==> src/rtl/mc_control.sv <==
// mc_control: multicycle main control FSM with memory-ready stalls.
// Define ILLEGAL_OP_TRAP_EN to trap unknown opcodes until reset instead of treating them as no-ops.
module mc_control (
  input  logic       clk,
  input  logic       rst_n,
  input  logic [5:0] opcode,
  input  logic       zero,
  input  logic       memrdy,
  output logic       memread,
  output logic       memwrite,
  output logic       iord,
  output logic       irwrite,
  output logic       regwrite,
  output logic       regdst,
  output logic       memtoreg,
  output logic       alusrca,
  output logic [1:0] alusrcb,
  output logic [1:0] pcsrc,
  output logic       pcen,
  output logic       aluop2,
  output logic       aluop1,
  output logic       aluop0,
  output logic       illegal
);
  localparam logic [5:0] OP_R = 6'b000000, OP_LW = 6'b100011, OP_SW = 6'b101011,
                         OP_BEQ = 6'b000100, OP_J = 6'b000010, OP_ADDI = 6'b001000,
                         OP_ANDI = 6'b001100, OP_ORI = 6'b001101;
  typedef enum logic [3:0] {
    FETCH, DECODE, MEMADR, MEMRD, MEMWB, MEMWR, REXEC, RWB, BEQEX, IEXEC, IWB, JEX
`ifdef ILLEGAL_OP_TRAP_EN
    , TRAP
`endif
  } state_t;
  state_t state;
  logic [2:0] aluop;
  assign {aluop2, aluop1, aluop0} = aluop;
  always_ff @(posedge clk or negedge rst_n)
    if (!rst_n) state <= FETCH;
    else
      case (state)
        FETCH:  if (memrdy) state <= DECODE;
        DECODE:
          case (opcode)
            OP_LW, OP_SW:              state <= MEMADR;
            OP_R:                      state <= REXEC;
            OP_BEQ:                    state <= BEQEX;
            OP_J:                      state <= JEX;
            OP_ADDI, OP_ANDI, OP_ORI:  state <= IEXEC;
`ifdef ILLEGAL_OP_TRAP_EN
            default:                   state <= TRAP;
`else
            default:                   state <= FETCH;
`endif
          endcase
        MEMADR: state <= opcode == OP_LW ? MEMRD : MEMWR;
        MEMRD:  if (memrdy) state <= MEMWB;
        MEMWR:  if (memrdy) state <= FETCH;
        REXEC:  state <= RWB;
        IEXEC:  state <= IWB;
`ifdef ILLEGAL_OP_TRAP_EN
        TRAP:   state <= TRAP;
`endif
        default: state <= FETCH;
      endcase
  // Outputs are gated by rst_n so that nothing strobes while reset is held.
  always_comb begin
    memread = 1'b0;
    memwrite = 1'b0;
    iord = 1'b0;
    irwrite = 1'b0;
    regwrite = 1'b0;
    regdst = 1'b0;
    memtoreg = 1'b0;
    alusrca = 1'b0;
    alusrcb = 2'b00;
    pcsrc = 2'b00;
    pcen = 1'b0;
    aluop = 3'b000;
    illegal = 1'b0;
    if (rst_n)
      case (state)
        FETCH: begin
          memread = 1'b1;
          alusrcb = 2'b01;
          irwrite = memrdy;
          pcen = memrdy;
        end
        DECODE: alusrcb = 2'b11;
        MEMADR: begin
          alusrca = 1'b1;
          alusrcb = 2'b10;
        end
        MEMRD: begin
          memread = 1'b1;
          iord = 1'b1;
        end
        MEMWB: begin
          regwrite = 1'b1;
          memtoreg = 1'b1;
        end
        MEMWR: begin
          memwrite = 1'b1;
          iord = 1'b1;
        end
        REXEC: begin
          alusrca = 1'b1;
          aluop = 3'b100;
        end
        RWB: begin
          regwrite = 1'b1;
          regdst = 1'b1;
        end
        BEQEX: begin
          alusrca = 1'b1;
          aluop = 3'b001;
          pcsrc = 2'b01;
          pcen = zero;
        end
        IEXEC: begin
          alusrca = 1'b1;
          alusrcb = 2'b10;
          aluop = opcode == OP_ANDI ? 3'b010 : opcode == OP_ORI ? 3'b011 : 3'b000;
        end
        IWB: regwrite = 1'b1;
        JEX: begin
          pcsrc = 2'b10;
          pcen = 1'b1;
        end
`ifdef ILLEGAL_OP_TRAP_EN
        TRAP: illegal = 1'b1;
`endif
        default: ;
      endcase
  end
endmodule

==> config.mk <==
export PLATFORM = sky130hd
export DESIGN_NAME = mc_control
export DESIGN_NICKNAME = d
export VERILOG_FILES = /design/src/rtl/mc_control.sv
export SDC_FILE = /design/constraint.sdc
export NUM_CORES = 1
export LEC_CHECK = 0
export ABC_AREA = 1
export BUFFER_PORTS_ARGS = -buffer_cell sky130_fd_sc_hd__clkbuf_2
export CELL_PAD_IN_SITES_DETAIL_PLACEMENT = 0
export CELL_PAD_IN_SITES_GLOBAL_PLACEMENT = 1
export CORE_UTILIZATION = 29
export CTS_BUF_LIST = sky130_fd_sc_hd__clkbuf_8
export DETAILED_ROUTE_END_ITERATION = 6
export GPL_TIMING_DRIVEN = 0
export PLACE_DENSITY = 0.83
export REMOVE_ABC_BUFFERS = 1
export SETUP_SLACK_MARGIN = 0.1
export SYNTH_ARGS = -nofsm -noshare
export SYNTH_HDL_FRONTEND = slang
export SYNTH_SLANG_ARGS = --single-unit
==> constraint.sdc <==
create_clock -name clk -period 1.4 [get_ports clk]
set_clock_uncertainty 0.15 [all_clocks]
set_input_delay 0.21 -clock clk [delete_from_list [all_inputs] [get_ports clk]]
set_output_delay 0.21 -clock clk [all_outputs]
set_load 0.02 [all_outputs]
==> flow_summary_export.csv <==
group,metric,value,unit
yosys,synth_xor_area_frac,0,
cts,clk_pin_slew,30,ps
cells_and_area,reg_top3,"state (4)",
yosys,synthMuxAreaShare,0,
yosys,ys.warnings.count,0,
cts,cts_tree,"yes",
cells_and_area,utilization,0.565,
worst_setup_path,cp.arrival,1410,ps
sta,rsz0062_at_grt,"true",
yosys,synth_cells,108,
cells_and_area,area_delta_synth_final,77.0,%
grt,grt_pass1_vias,712,
route,vias_per_cell,4.69,
cells_and_area,n_antenna_cell,0,
yosys,synthAdderAreaFrac,0,
cells_and_area,fin_cells,171,
floorplan,core,1800,um^2
route,drt_iter0_markers,16,
yosys,synth_cell_type_count,21,
worst_setup_path,crit_path_max_fanout,3,
floorplan,io_pins,27,
worst_setup_path,required,1040,ps
cells_and_area,drive_gt1_frac,0.507,
floorplan,dieWidth,46.6,um
cts,clock_path_buffers,2,
floorplan,start_util,0.319,
cells_and_area,finalNetCount,158,
worst_setup_path,worstRegToRegCells,9,
pwr,power_density,1490,nW/um^2
cells_and_area,stdcell_area,1020,um^2
sta,timing_hold_violations_final,0,
yosys,synth_compound_area_frac,0.0783,
grt,grt_overflow,0,
sta,slew_viol_final,0,
cts,cts_buffers,3,
grt,grt_use_total,0.207,
sta,setup_ws,-372,ps
yosys,yosysSeqAreaShare,0.174,
cts,clkLatencyLatePin,220,ps
route,antenna_left,0,
route,first_pass_iters,4,
placement,gp_congestion,0.790,
pwr,p_leak,0.539,nW
yosys,syn_area,576,um^2
cts,root_buffer,"clkbuf_8",
cts,htreeDepth,1,
worst_setup_path,worstSetupEndpointType,"output port",
outcome,outcome,"finished, violations left",
worst_hold_path,hold_path.class,"in2reg",
cells_and_area,final_cell_mix,"nand2_1, buf_4, nor2_1, inv_1, inv_2",
yosys,synth_simple_gate_area_share,0.572,
cells_and_area,top_register,"state",
yosys,synth-seq-cells,4,
worst_hold_path,min_path_cells,4,
grt,grt_pass1_wl,3050,um
route,post_drt_wl_per_cell,11.0,um
pwr,peakVddDrop,0.871,mV
cts,clock_sinks,4,
placement,dp_hpwl,1280,um
route,vias,802,
floorplan,die_h,46.6,um
placement,port_buffers,25,
cells_and_area,final_common_cell,"nand2_1",
floorplan,die_area,2170,um^2
placement,place_inst,156,
yosys,avgSynthCellArea,5.33,um^2
sta,finalSetupViolations,20,
sta,fin_crit,1770,ps
placement,place_area,721,um^2
route,routed_wl,1880,um
worst_setup_path,start_kind,"flip-flop",
floorplan,fp-row-count,15,
grt,grt_max_degree,15,
flow_run,cap_violations,0,
outcome,violations,"setup timing",
grt,antenna_found_initial,0,
route,drc,0,
sta,finalCritPeriodShare,1.27,
sta,timing.fmax,564,MHz
yosys,synth_top_family_by_area,"simple AND/OR/NAND/NOR gates",
cells_and_area,largest_register_ffs,4,
worst_setup_path,crit_type,"reg2out",
-- area by class of cell --
| type | instances | area, um^2 |
|---|---|---|
| repair buffers | 37 | 289 |
| well taps | 25 | 31.3 |
| inverters | 23 | 88.8 |
| fillers | 194 | 783 |
| clock buffers | 3 | 41.3 |
| multi-input cells | 79 | 465 |
| flip-flops and latches | 4 | 103 |
-- cell families (layout without fill, tap and decap cells) --
family,Yosys count,after routing
buffers and inverters,25,63
other,1,1
flip-flops,4,4
AO/OA/AOI/OAI,8,8
AND/OR/NAND/NOR,70,70
-- metrics by stage --
stage	hold WS (ps)	TNS [ps]	setup WS (ps)	power (mW)
2_1_floorplan	-236	-1040	-333	0.614
3_3_place_gp	-115	-1460	-250	0.768
3_5_place_dp	-113	-1580	-264	0.774
4_1_cts	176	-4280	-352	1.39
5_1_grt	213	-5810	-445	1.61
6_report	162	-4530	-372	1.51
-- per-layer routing --
| layer | track usage | part of all wire |
|---|---|---|
| met3 | 0.0588 | 0.038 |
| met2 | 0.317 | 0.50 |
| met4 | 0.0882 | 0.016 |
| met1 | 0.268 | 0.44 |
| met5 | 0 | 0 |
-- synthesized netlist by cell type --
cell type  number  area [um^2]
nor3_1          3         15.0
inv_1          14         52.6
o21ai_1         1         5.00
nor2_2          6         37.5
nor2_4          1         11.3
inv_2           9         33.8
nor4_2          1         12.5
dfrtp_1         4          100
o21ai_0         1         5.00
nor2_1         16         60.1
nand2_2         3         18.8
nand3_1         6         30.0
buf_1           1         3.75
nand3b_1        1         7.51
nand4_1         5         31.3
a21oi_1         3         15.0
a31oi_1         2         12.5
buf_4           1         7.51
nand2_1        28          105
conb_1          1         3.75
a211oi_1        1         7.51
-- critical path: stages, from the launching register on --
cell and delay (ps):
dfrtp_1 410, inv_2 80, nor2_2 150, inv_2 90
nor2_4 100, inv_1 60, a21oi_1 110, clkbuf_4 180
-- path summary, 6_finish.rpt --
path | endpoint | startpoint | slack, ps
max reg2reg | state[2] | state[0] | -120
min in group asynchronous | state[0] | rst_n | 260
max | iord | state[2] | -370
max in group asynchronous | state[1] | rst_n | 650
min reg2reg | state[2] | state[3] | 600
min | state[2] | memrdy | 160
-- timing repair --
| action | in CTS | in global routing |
|---|---|---|
| hold endpoints to repair | 4 | 0 |
| hold buffers | 1 | 0 |
| resized for setup | 40 | 20 |
| endpoints found under the setup margin | 18 | 20 |
| buffers inserted | 8 | 3 |
| pin swaps | 9 | 6 |
-- power breakdown --
part | switching (mW) | leakage [nW] | internal [mW] | total [mW]
combinational | 0.586 | 0.467 | 0.469 | 1.06
clock | 0.0652 | 0.0216 | 0.184 | 0.249
sequential | 0.0583 | 0.0508 | 0.153 | 0.211
total | 0.709 | 0.539 | 0.806 | 1.51
(Power assumes the default switching activity.)
